==> src/rtl/uart_sum_reader_pkg.sv <==
// Shared definitions for the UART sum reader: state encoding and parameter defaults.
package uart_sum_reader_pkg;

    typedef enum logic [2:0] {
        ST_IDLE     = 3'd0,
        ST_SEND_CMD = 3'd1,
        ST_WAIT_TX  = 3'd2,
        ST_WAIT_B0  = 3'd3,
        ST_WAIT_B1  = 3'd4
    } state_t;

    localparam logic [7:0] DEFAULT_START_CODE     = 8'h00;
    localparam int         DEFAULT_TIMEOUT_CYCLES = 50000;

endpackage

==> src/rtl/uart_sum_reader_frame_timer.sv <==
// Saturating cycle counter used for the WAIT_TX guard and the inter-byte timeout.
module frame_timer #(
    parameter int TIMER_W = 16
) (
    input  logic               clk,
    input  logic               reset_n,
    input  logic               clear,
    input  logic               enable,
    output logic [TIMER_W-1:0] count
);

    logic [TIMER_W-1:0] count_reg;

    always_ff @(posedge clk or negedge reset_n) begin
        if (!reset_n) begin
            count_reg <= '0;
        end else if (clear) begin
            count_reg <= '0;
        end else if (enable && (count_reg != {TIMER_W{1'b1}})) begin
            count_reg <= count_reg + 1'b1;
        end
    end

    assign count = count_reg;

endmodule

==> src/rtl/uart_sum_reader.sv <==
// Sends the start command over UART, then reassembles two-byte sum frames
// (low byte first) and reports frames abandoned by the inter-byte timeout.
module uart_sum_reader
    import uart_sum_reader_pkg::*;
#(
    parameter logic [7:0] START_CODE     = DEFAULT_START_CODE,
    parameter int         TIMEOUT_CYCLES = DEFAULT_TIMEOUT_CYCLES,
    parameter int         TIMER_W        = 16
) (
    input  logic        clk,
    input  logic        reset_n,
    input  logic        start,
    input  logic        stream,
    input  logic        tx_busy,
    input  logic        rx_ready,
    input  logic [7:0]  rx_data,
    output logic        tx_send,
    output logic [7:0]  tx_data,
    output logic [15:0] sum_data,
    output logic        sum_valid,
    output logic        timeout_err,
    output logic        busy
);

    localparam logic [TIMER_W-1:0] TIMEOUT_LAST = TIMER_W'(TIMEOUT_CYCLES - 1);

    state_t             state_reg;
    state_t             state_next;
    logic               timeout_hit;
    logic [TIMER_W-1:0] timer_count;

    logic               tx_send_reg;
    logic [15:0]        sum_data_reg;
    logic               sum_valid_reg;
    logic               timeout_err_reg;
    logic               busy_reg;
    logic [7:0]         low_byte_reg;

    frame_timer #(
        .TIMER_W (TIMER_W)
    ) u_timer (
        .clk     (clk),
        .reset_n (reset_n),
        .clear   (state_next != state_reg),
        .enable  (1'b1),
        .count   (timer_count)
    );

    always_ff @(posedge clk or negedge reset_n) begin
        if (!reset_n) begin
            state_reg <= ST_IDLE;
        end else begin
            state_reg <= state_next;
        end
    end

    always_comb begin
        state_next  = state_reg;
        timeout_hit = 1'b0;
        case (state_reg)
            ST_IDLE: begin
                if (start) begin
                    state_next = ST_SEND_CMD;
                end
            end
            ST_SEND_CMD: begin
                if (!tx_busy) begin
                    state_next = ST_WAIT_TX;
                end
            end
            ST_WAIT_TX: begin
                // tx_busy may still be low on the first cycle after the send strobe
                if ((timer_count != '0) && !tx_busy) begin
                    state_next = ST_WAIT_B0;
                end
            end
            ST_WAIT_B0: begin
                if (rx_ready) begin
                    state_next = ST_WAIT_B1;
                end else if (timer_count == TIMEOUT_LAST) begin
                    timeout_hit = 1'b1;
                    state_next  = ST_IDLE;
                end
            end
            ST_WAIT_B1: begin
                if (rx_ready) begin
                    state_next = stream ? ST_WAIT_B0 : ST_IDLE;
                end else if (timer_count == TIMEOUT_LAST) begin
                    timeout_hit = 1'b1;
                    state_next  = ST_IDLE;
                end
            end
            default: begin
                state_next = ST_IDLE;
            end
        endcase
    end

    always_ff @(posedge clk or negedge reset_n) begin
        if (!reset_n) begin
            tx_send_reg     <= 1'b0;
            sum_data_reg    <= '0;
            sum_valid_reg   <= 1'b0;
            timeout_err_reg <= 1'b0;
            busy_reg        <= 1'b0;
            low_byte_reg    <= '0;
        end else begin
            tx_send_reg     <= (state_reg == ST_SEND_CMD) && !tx_busy;
            sum_valid_reg   <= 1'b0;
            timeout_err_reg <= timeout_hit;
            busy_reg        <= (state_next != ST_IDLE);
            if ((state_reg == ST_WAIT_B0) && rx_ready) begin
                low_byte_reg <= rx_data;
            end
            if ((state_reg == ST_WAIT_B1) && rx_ready) begin
                sum_data_reg  <= {rx_data, low_byte_reg};
                sum_valid_reg <= 1'b1;
            end
            if (timeout_hit) begin
                low_byte_reg <= '0;
            end
        end
    end

    assign tx_send     = tx_send_reg;
    assign tx_data     = START_CODE;
    assign sum_data    = sum_data_reg;
    assign sum_valid   = sum_valid_reg;
    assign timeout_err = timeout_err_reg;
    assign busy        = busy_reg;

endmodule

==> config.mk <==
export PLATFORM = sky130hd
export DESIGN_NAME = uart_sum_reader
export DESIGN_NICKNAME = d
export VERILOG_FILES = /design/src/rtl/uart_sum_reader_pkg.sv /design/src/rtl/uart_sum_reader_frame_timer.sv /design/src/rtl/uart_sum_reader.sv
export SDC_FILE = /design/constraint.sdc
export NUM_CORES = 1
export LEC_CHECK = 0
export ABC_AREA = 1
export BUFFER_PORTS_ARGS = -buffer_cell sky130_fd_sc_hd__buf_2
export CAP_MARGIN = 20
export CORE_ASPECT_RATIO = 1.2
export CORE_MARGIN = 2
export CORE_UTILIZATION = 56
export DETAILED_ROUTE_END_ITERATION = 7
export PLACE_DENSITY = 0.82
export SLEW_MARGIN = 20
export SYNTH_ARGS = -nofsm -noshare
export SYNTH_HDL_FRONTEND = slang
export SYNTH_SLANG_ARGS = --single-unit
==> constraint.sdc <==
create_clock -name clk -period 2.2 [get_ports clk]
set_input_delay 0.11 -clock clk [delete_from_list [all_inputs] [get_ports clk]]
set_output_delay 0.11 -clock clk [all_outputs]
set_load 0.01 [all_outputs]
# --- Word level (Yosys, flattened, before mapping) ---
# Cells that the tools add are included.
totals:
  elab_cells: 43
  out_inout_bits: 28
  ff_bits: 47
  in_bits: 14
op_classes:
  n_eq_ne: 7
  muxes: 16
  addsub: 1
  reduce_logical: 11
op_table:
  columns: ["cell", "n"]
  rows:
  - ["16-bit 2-to-1 mux", 2]
  - ["3-bit 2-to-1 mux", 6]
  - ["16-bit by 1-bit adder with 16-bit output, second input constant", 1]
  - ["16-bit equality test, second input constant", 1]
  - ["8-bit 2-to-1 mux", 2]
  - ["16-bit inequality test, second input constant", 1]
  - ["16-bit nonzero test", 1]
  - ["3-bit case mux with 5 select lines", 1]
  - ["3-bit by 2-bit equality test with 1-bit output, second input constant", 2]
  - ["1-bit logical AND", 4]
  - ["1-bit 2-to-1 mux", 4]
  - ["2-bit nonzero test", 2]
  - ["3-bit by 1-bit equality test with 1-bit output, second input constant", 1]
  - ["3-bit equality test, second input constant", 1]
  - ["3-bit logical NOT", 1]
  - ["3-bit inequality test", 1]
  - ["3-bit nonzero test", 1]
  - ["2-bit 2-to-1 mux", 1]
  - ["2-bit OR reduction", 1]
  - ["1-bit logical NOT", 1]

# --- Depth between registers and ports, before layout ---
# Gate-level depths: netlist (run 1).
depth:
  depth_word: 6
  mapped_depth: 14
  depth_no_buf: 13

# --- By module ---
# A second synthesis (run 1) with hierarchy kept.
hier_totals:
  cells_unflattened: 333
  hier_area_um2: 2551.2
by_module_without_submodules:
  columns: ["mod", "cells_each", "area_per_inst_um2", "seq_area_each_um2", "instances"]
  rows:
  - ["uart_sum_reader", 189, 1514.0, 775.7, 1]
  - ["frame_timer", 144, 1037.2, 400.4, 1]

# --- Worst setup path before layout (run 1) ---
# No wires, ideal clock.
synth_timing:
  path_type: "register -> register"
  from: "register u_timer.count_reg[0] (netlist: u_timer.count[0])"
  to: "register u_timer.count_reg[6] (netlist: u_timer.count[6])"
  path_slack_ps: 561
  required_time_ps: 2131
  path_stages_with_launch: 12
  period_less_slack_ps: 1639
  t_arrival_ps: 1570
  path_buffers: 1
  path_cell_list: "dfrtp_1 ha_1 nand2_2 inv_2 nand2_1 nor2_2 nand2_2 nand4_1 a21oi_1 nand2_4 buf_12 nor2_2"
synth_between:
  elab_chain_len: 6
  elab_cells_between_ends: 14
synth_rtl:
  columns: ["element", "line_no", "text"]
  rows:
  - ["start: declaration", "uart_sum_reader_frame_timer.sv:12", "logic [TIMER_W-1:0] count_reg;"]
  - ["start signal: assignment", "uart_sum_reader_frame_timer.sv:20", "count_reg <= count_reg + 1'b1;"]
  - ["16-bit equality test or 16-bit nonzero test (tied branches)", "uart_sum_reader.sv:80, uart_sum_reader.sv:88, uart_sum_reader.sv:73", null]
  - ["3-bit 2-to-1 mux or 1-bit logical AND (tied branches)", "uart_sum_reader.sv:80, uart_sum_reader.sv:88, uart_sum_reader.sv:73", null]
  - ["3-bit 2-to-1 mux, on equally long branches", "uart_sum_reader.sv:86, uart_sum_reader.sv:73, uart_sum_reader.sv:78", null]
  - ["3-bit case mux with 5 select lines", "uart_sum_reader.sv:60", "case (state_reg)"]
  - ["3-bit inequality test", "uart_sum_reader.sv:44", ".clear (state_next != state_reg),"]
  - ["16-bit 2-to-1 mux or 2-bit nonzero test (tied branches)", null, null]
# Several ways; a longest one is shown, not always the timed one. The select of a mux whose other input is x is not followed.
# A chain may end at the register's enable or synchronous reset.

# --- Worst setup path in the final report (run 1) ---
layout_timing:
  from: "register u_timer.count_reg[1] (netlist: u_timer.count[1])"
  to: "register u_timer.count_reg[15] (netlist: u_timer.count[15])"
layout_between:
  elab_chain_len: 6
  elab_cells_between_ends: 14
layout_rtl:
  columns: ["element", "line_no", "text"]
  rows:
  - ["16-bit equality test or 16-bit nonzero test (tied branches)", "uart_sum_reader.sv:80, uart_sum_reader.sv:88, uart_sum_reader.sv:73", null]
  - ["3-bit 2-to-1 mux or 1-bit logical AND (tied branches)", "uart_sum_reader.sv:80, uart_sum_reader.sv:88, uart_sum_reader.sv:73", null]
  - ["3-bit 2-to-1 mux, on equally long branches", "uart_sum_reader.sv:86, uart_sum_reader.sv:73, uart_sum_reader.sv:78", null]
  - ["3-bit case mux with 5 select lines *", "uart_sum_reader.sv:60", null]
  - ["named net state_next[0]", "uart_sum_reader.sv:28", "state_t state_next;"]
  - ["3-bit inequality test *", "uart_sum_reader.sv:44", null]
  - ["16-bit 2-to-1 mux or 2-bit nonzero test (tied branches)", null, null]
# The timed path passes the listed nets; every way through them passes the cells marked *. The select of a mux whose other input is x is not followed.

==> impl.org, run 1 <==
** Run status
- The flow ran to the end, and the final reports show no timing, DRC or antenna violations.

** Floorplan
- For this configuration, the core starts out at a cell density of 0.581.
- 42 I/O pins were placed.
- Row Count :: 26
- Die width :: 64.7 um
- Y dimension of the die :: 76.8 um
- Core region area :: 4260 um^2
- Area of the die :: 4970 um^2

** Worst hold path
- Classification of the worst-slack hold path :: in2reg

** Synthesis
- Synthesized-area fraction occupied by xor and xnor cells :: 0.0142
- Yosys mapped a number of flops with a built-in enable equal to 0.
- Of the total synthesized cell area, the portion taken by AND, OR, NAND and NOR gates is 0.299.
- Of all flip-flops after synthesis, the portion carrying an async set or reset was 1.00.
- In this run the cell area of the synthesized design comes to 2470 um^2.
- By area, the combinational part of the netlist is dominated by simple AND/OR/NAND/NOR gates.
- Counting distinct cell types in the post-synthesis netlist gives 30.
- Number of synthesized register bits :: 47
- Primary flip-flop cell chosen by synthesis mapping :: dfrtp_1
- During synthesis, Yosys emitted a total of 0 warnings.
- Post-Synthesis Mean Instance Area :: 8.36 um^2
- Sequential share of the synthesized area :: 0.475
- Synth Area in Compound Gates :: 0.0849
- Adder-cell share of the synthesized area :: 0.0101
- Syn Inst Count :: 296
- Mux contribution to synthesized area :: 0.00404

** Drt
- DR pass1 iterations :: 4
- Across all layers, the routed design uses 2012 vias.
- The detail route stage leaves a number of antenna-violating nets equal to 0.
- Total Routed Length :: 4720 um
- After detailed routing, the number of remaining DRC violations is 0.
- The first routing iteration left 144 violations.
- Vias per Instance :: 5.13
- Average routed wire per standard cell :: 12.0 um

** CTS
- The longest clock path from root to sink contains 2 buffers.
- Once the clock tree was built, the resizer swapped 0 gates to a different size.
- Number of clock buffers inserted by TritonCTS :: 5
- After clock tree synthesis, the clock-pin slew on the worst setup and hold paths is 0.09 ns.
- Clock insertion delay at the later pin of the skew report :: 0.30 ns
- Post CTS Setup Buffer Count :: 0
- In this run the clock root is driven by a clkbuf_8.
- For this design, the sink count on the clock tree is 47.
- TritonCTS clock tree :: yes
- Number of levels in the clock H-tree :: 2

** Power
- Power per unit of standard cell area :: 1060 nW/um^2
- Leak pwr :: 0.00138 uW
- Of the total power, combinational logic draws 0.351.
- Clock network power share :: 0.215
- Max rail drop VDD :: 0.450 mV
- Power Internal :: 1840 uW
- Summed over all nets, the switching power comes to 1100 uW.
- Net switching share of the total power :: 0.375
- Share of power burned in registers :: 0.434

** Finish
- Nets :: 351
- The area growth from synthesis to layout is 12.8%.
- After filler insertion, the fill cell instance count of the layout stands at 375.
- The finished layout holds 392 standard cells, fillers aside.
- In the final layout, the share of cells above drive strength 1 is 0.244.
- Antenna diode count :: 0

** Placed design
- RePlAce Congestion :: 0.917
- Number of input and output port buffers inserted :: 33
- Cell Count Post-Placement :: 382
- HPWL Detailed :: 3590 um
- Timing analysis after detailed placement gives a worst setup slack of 0.350 ns.

** STA
- Setup repair after global routing left no endpoint under its margin.
- Adding up every negative setup slack in the final design gives 0 ns.
- Max Clock Freq :: 540 MHz
- Number of pins with negative max-slew slack in the final report :: 0
- For the final database, setup skew stands at 0.0110 ns.
- Headroom to the max-slew limit came out at 0.501.
- Setup violation total in the final timing report :: 0
- The routed design could run at a clock period as short as 1.85 ns.
- Number of hold violations in the final report :: 0
- Worst slew pin tran :: 0.747 ns
- Once routing completed, OpenROAD measured the worst setup slack at 0.348 ns.
- Period Utilization, post-route :: 0.842

** GRT
- For this run the aggregate overflow at the end of global routing stands at 0.
- The first global-routing pass estimated 8310 um of wire.
- The initial antenna violation count is 0.
- Entering global routing, the biggest net connects 33 pins.
- In the global route stage, overall resource usage came out at 0.210.
- The number of global-route vias before repair was 2006.

** Worst setup path
- STA classifies the critical path startpoint as a flop.
- Start-to-end type of the worst setup path :: reg2reg
- Register-to-register setup slack :: 0.35 ns
- Arrival time reported for the critical path endpoint :: 2.03 ns
- STA classifies the critical path endpoint as a flop.
- For the worst setup path, the data required time is 2.38 ns.
- Along the worst path, the maximum fanout reaches 16.

** Flow run
- Max-cap violations in this run came to 0.
-- final cells by class --
cell class / count / area, um^2 / area share
multi-input cells: 197 / 1050 / 0.376
flip-flops and latches: 47 / 1180 / 0.421
clock inverters: 3 / 46.3 / 0.0166
clock buffers: 5 / 68.8 / 0.0247
inverters: 46 / 173 / 0.0619
well taps: 56 / 70.1 / 0.0251
repair buffers: 38 / 208 / 0.0744
-- stage by stage --
| step | utilization | power (uW) | instance area [um^2] | hold slack, ns |
|---|---|---|---|---|
| 2_1_floorplan | - | 2070 | 2500 | -0.186 |
| 3_3_place_gp | 0.623 | 2280 | 2660 | -0.0583 |
| 3_5_place_dp | 0.623 | 2340 | 2660 | -0.0559 |
| 4_1_cts | 0.655 | 2980 | 2790 | 0.0744 |
| 5_1_grt | 0.655 | 3170 | 2790 | 0.0882 |
| 6_report | 0.655 | 2950 | 2790 | 0.0683 |
-- timing repair --
action,4_1_cts,5_1_grt
endpoints found under the setup margin,0,0
hold buffers,2,0
endpoints found under the hold margin,48,0
-- placed cells by master, fill, tap and decap left out, types with 2 or more instances in the layout --
cell	Yosys	routed
a21oi_1	2	2
buf_2	0	33
buf_4	8	3
clkbuf_8	0	5
conb_1	1	8
dfrtp_1	47	47
dlygate4sd3_1	0	2
ha_1	2	2
inv_1	40	40
inv_2	5	5
nand2_1	50	50
nand2_2	11	11
nand3_1	18	18
nand3_2	2	2
nand4_1	6	6
nor2_1	31	31
nor2_2	7	7
nor2_4	9	9
nor3_1	2	2
nor4_1	4	4
o21ai_0	21	21
o21ai_1	6	6
o22ai_1	9	9
xor2_1	4	4
-- metal layers --
metal | global-route usage | part of all wire
met5 | 0 | 0
met4 | 0.0511 | 0.011
met3 | 0.0455 | 0.040
met2 | 0.383 | 0.53
met1 | 0.248 | 0.41
-- worst paths after layout --
check | from | to | depth (start not counted)
setup / recovery | u_timer.count[1] | u_timer.count[15] | 12
hold / removal | rx_data[2] | sum_data[10] | 3
setup reg to reg | u_timer.count[1] | u_timer.count[15] | 12
hold reg to reg | sum_data[10] | sum_data[10] | 2
max in group asynchronous | reset_n | u_timer.count[0] | 3
min in group asynchronous | reset_n | sum_data[10] | 2
-- critical path, cell delays in order (launching register included) --
cell	delay [ns]
dfrtp_1	0.40
ha_1	0.19
nand2_2	0.08
inv_2	0.08
nand2_1	0.08
nor2_2	0.13
nand2_2	0.07
nand3_1	0.08
nand3_1	0.09
nand2_1	0.09
nand2_2	0.07
nand2_4	0.26
nor2_1	0.09
-- kinds of logic after synthesis --
kind of cell | after synthesis
and+or+nand+nor | 143
AOI/OAI and AO/OA | 39
muxes | 1
buffers and inverters | 59
DFF | 47
adders and majority gates | 2
other | 1
xor gates and xnor gates | 4
-- power by group through the flow --
stage	clock network (uW)	logic [uW]	registers [uW]
global placement	0	1000	1280
floorplan	0	706	1360
global route	685	1180	1310
CTS	650	1050	1280
detailed placement	0	1040	1290
finish	634	1030	1280
-- Yosys cell counts (2+ instances only) --
cell type / instances / share of area
clkbuf_1: 3 / 0.0045
xor2_1: 4 / 0.014
nor2_4: 9 / 0.041
nand2_1: 50 / 0.076
inv_1: 40 / 0.061
nor4_1: 4 / 0.010
nand4_1: 6 / 0.015
o21ai_1: 6 / 0.012
dfrtp_1: 47 / 0.48
nor2_1: 31 / 0.047
nand3_1: 18 / 0.036
ha_1: 2 / 0.010
nand2_2: 11 / 0.028
inv_2: 5 / 0.0076
nand3_2: 2 / 0.0081
a21oi_1: 2 / 0.0040
nor3_1: 2 / 0.0040
o21ai_0: 21 / 0.042
nor2_2: 7 / 0.018
buf_4: 8 / 0.024
o22ai_1: 9 / 0.023
Note: power is estimated with default switching activity, not from simulation.
==> run 2: changes to the inputs <==
Settings changed: ABC_AREA 1 to 0, CORE_UTILIZATION 56 to 55, PLACE_DENSITY 0.82 to 0.81.
Clock period 2.2 ns to 1.85 ns, I/O delays scaled along.
==> impl.org, run 2 <==
** Run status
- Run status :: finished, violations left
- The final reports fail on setup timing.

** Drt
- Remaining design rule violation count :: 0 (unchanged)
- The routed length per instance came to 15.8 um (+31%).
- The mean number of vias per cell came to 5.59 (+8.9%).
- Total number of vias :: 1939 (-3.6%)
- Count of routing violations after the opening detailed-route iteration :: 122 (-15%)
- The aggregate routed wire length is 5480 um (+16%).
- Remaining antenna violation count after routing :: 0 (unchanged)
- DR pass1 iterations :: 4 (unchanged)

** Worst setup path
- The worst setup path is of the reg2reg kind.
- Register-to-register setup slack :: -0.26 ns (-0.61 ns)
- Arrival time reported for the critical path endpoint :: 2.34 ns (+0.31 ns)
- Type of element capturing the critical path :: flop
- STA classifies the critical path startpoint as a flop.
- The required time of the worst setup path is 2.08 ns (-0.30 ns).
- Worst-case reg-to-reg path depth :: 9 (-3)
- The biggest fanout along the worst timing path is 12 (-4).
- The startpoint identified for the worst register-to-register timing path is u_timer.count[0].
- The endpoint identified for the worst register-to-register timing path is u_timer.count[7].

** Synthesis
- The synthesized area divided by synthesized cell count came to 11.0 um^2 (+31%).
- The instance count of the mapped netlist came to 217 (-27%).
- Sorting the synthesized cells by area gives the leading types as dfrtp_1, mux2_2, nand2_1, xnor2_1, a21oi_1.
- Warning count from the yosys run :: 0 (unchanged)
- Post-synth top area share :: 0.494 (+0.0192)
- Cell variety after synth :: 45 (+50%)
- The part of the Yosys area used for sequential elements came to 0.494 (+0.0192).
- EDFF count, synth :: 0 (unchanged)
- Number of synthesized register bits :: 47 (unchanged)
- The biggest area contributor in the post-synthesis netlist is dfrtp_1.
- After synthesis, the most frequently instantiated cells are dfrtp_1, nand2_1, a21oi_1.
- By instance count, the leading cell after synthesis is dfrtp_1.
- The cell area after synthesis came to 2380 um^2 (-3.9%).
- Share of flip-flops with an asynchronous set or reset :: 1.00 (unchanged)
- Primary flip-flop cell chosen by synthesis mapping :: dfrtp_1

** Placed design
- The post-placement cell count is 334 (-13%).
- The routability congestion estimate from global placement was 0.817 (-11%).
- The half-perimeter wire length after placement came to 3850 um (+7.2%).
- The total of buffers placed on input and output ports came to 33 (unchanged).

** Finish
- The layout cell share with drive strength beyond 1 came to 0.416 (+0.172).
- Post-layout utilization of the core :: 0.723 (+0.0680)
- Count of non-filler cells in the finished layout :: 347 (-11%)
- Antenna diode count :: 0 (unchanged)
- The area growth from synthesis to layout is 27.6%.
- FILL cells :: 261 (-30%)
- The number of nets in the layout was 306 (-13%).
- Most used cells in the layout excluding fill and tap cells :: dfrtp_1, buf_4, buf_2
- Commonest non-fill, non-tap cell in the layout :: dfrtp_1

** CTS
- The buffer depth of the longest clock path is 2 (unchanged).
- The number of H-tree branching levels came to 2 (unchanged).
- The total clock buffers created by CTS was 5 (unchanged).
- Clock insertion delay at the later pin of the skew report :: 0.30 ns (about the same)
- Clock tree synthesis selected as its root buffer the cell clkbuf_8.
- TritonCTS built the clock tree.
- Total clock sinks :: 47 (unchanged)
- Clock transition at the registers of the reported paths :: 0.09 ns (about the same)

** Floorplan
- The initial core utilization came to 0.567 (-0.0140).
- The count of pins on the block boundary came to 42 (unchanged).
- The horizontal extent of the die is 64.0 um (-1.0%).
- Core region area :: 4200 um^2 (-1.5%)
- The standard-cell row count came to 26 (unchanged).
- The area enclosed by the die boundary is 4870 um^2 (-2.0%).
- Y dimension of the die :: 76.0 um (-1.0%)

** Worst hold path
- Hold path startpoint :: rx_data[6]
- Classification of the worst-slack hold path :: in2reg
- The number of cells on the worst hold path came to 3 (unchanged).
- Hold Crit Endpoint :: low_byte_reg[6]

** STA
- Min Hold Slack :: 0.0342 ns (-0.0341 ns)
- The number of max-slew violations in the final report was 0 (unchanged).
- Setup repair after global routing missed its margin :: yes
- Worst slew pin tran :: 0.614 ns (-0.133 ns)
- The worst-case headroom to the max-slew limit came to 0.591 (+0.0894).
- The final clock skew was 0.00974 ns (-0.00128 ns).
- Number of hold violations in the final report :: 0 (unchanged)
- Minimum clock period after layout :: 2.11 ns (+0.262 ns)
- The peak clock frequency supported by timing came to 473 MHz (-12%).
- The final worst-path setup slack is -0.264 ns (-0.612 ns).
- The final critical-path share of the clock period is 1.14 (+0.301).
- The number of failing setup endpoints in the final timing report is 17 (+17).

** Power
- The total leakage power came to 0.00144 uW (+4.9%).
- The maximum vdd ir drop came to 0.569 mV (+27%).
- The power density over the cells was 1300 nW/um^2 (+23%).
- The overall power of the completed layout came to 3950 uW (+34%).

** GRT
- Initial antenna violation count :: 0 (unchanged)
- The largest net degree at the start of global routing was 29 (-12%).
- The sum of overflow across all layers after global routing is 0 (unchanged).
- The number of global-route vias before repair was 1906 (-5.0%).
- GRT Overall Usage :: 0.231 (+0.0206)
- The first-pass GRT wire length came to 8800 um (+5.9%).

** Flow run
- Max-Cap Viols :: 0 (unchanged)
[run 2: cell types whose count changed in the layout (fill, tap and decap cells not counted), moves of 17 or more]
cell,change
buf_4,+34
nand2_1,-22
nor2_1,-27
inv_1,-36
mux2_2,+17
o21ai_0,-18
[run 2: worst max path at each step]
stage	start	end	slack [ns]	cells after the start
floorplan	u_timer.count[0]	u_timer.count[10]	-0.15	9
global placement	u_timer.count[0]	u_timer.count[2]	-0.17	8
detailed placement	u_timer.count[0]	u_timer.count[2]	-0.25	8
CTS	u_timer.count[0]	u_timer.count[2]	-0.23	8
global route	u_timer.count[0]	u_timer.count[2]	-0.42	8
finish	u_timer.count[0]	u_timer.count[7]	-0.26	9
[run 2: logic make-up after synthesis]
| group | synth area share |
|---|---|
| DFF | 0.494 |
| other | 0.00158 |
| buffers and inverters | 0.0626 |
| and+or+nand+nor | 0.180 |
| adders and majority gates | 0.0105 |
| xor gates and xnor gates | 0.0405 |
| AOI/OAI and AO/OA | 0.117 |
| muxes | 0.0931 |
[run 2: power breakdown]
part | switching (uW) | total (uW) | internal [uW]
Clock | 355 | 762 | 407
Combinational | 830 | 1690 | 862
Sequential | 167 | 1500 | 1330
[run 2: critical path, stage by stage, from the launching register on]
cell,delay (ns)
dfrtp_1,0.40
inv_1,0.07
ha_1,0.14
nor4b_4,0.18
nand4_1,0.13
a221o_1,0.34
or3b_4,0.39
buf_12,0.16
buf_12,0.13
a21oi_4,0.09
[run 2: through the flow]
step / instance area [um^2] / TNS [ns] / setup WS, ns
3_5_place_dp: 2830 / -2.95 / -0.254
6_report: 3030 / -3.32 / -0.264
4_1_cts: 2980 / -2.63 / -0.234
2_1_floorplan: 2420 / -1.70 / -0.146
3_3_place_gp: 2830 / -1.56 / -0.172
5_1_grt: 3030 / -5.85 / -0.424
[run 2: area by class of cell]
type                       instances  area, um^2  area share
timing repair buffer              76         543       0.179
multi-input combinational        156        1110       0.367
sequential                        47        1180       0.388
clock buffer                       5        68.8      0.0227
tap                               56        70.1      0.0231
clock inverter                     3        46.3      0.0153
inverter                           4        15.0     0.00495
[run 2: layer usage]
| layer | global-route usage | vias up | wire [um] |
|---|---|---|---|
| met5 | 0 | - | 0 |
| met3 | 0.0547 | 17 | 235 |
| li1 | - | 900 | - |
| met2 | 0.398 | 70 | 2930 |
| met1 | 0.279 | 952 | 2170 |
| met4 | 0.0804 | 0 | 144 |
[run 2: repair_timing]
item | in CTS | in global routing
setup buffers | 1 | 2
endpoints found under the setup margin | 17 | 18
resized for setup | 3 | 2
hold buffers | 2 | 0
endpoints found under the hold margin | 27 | 0
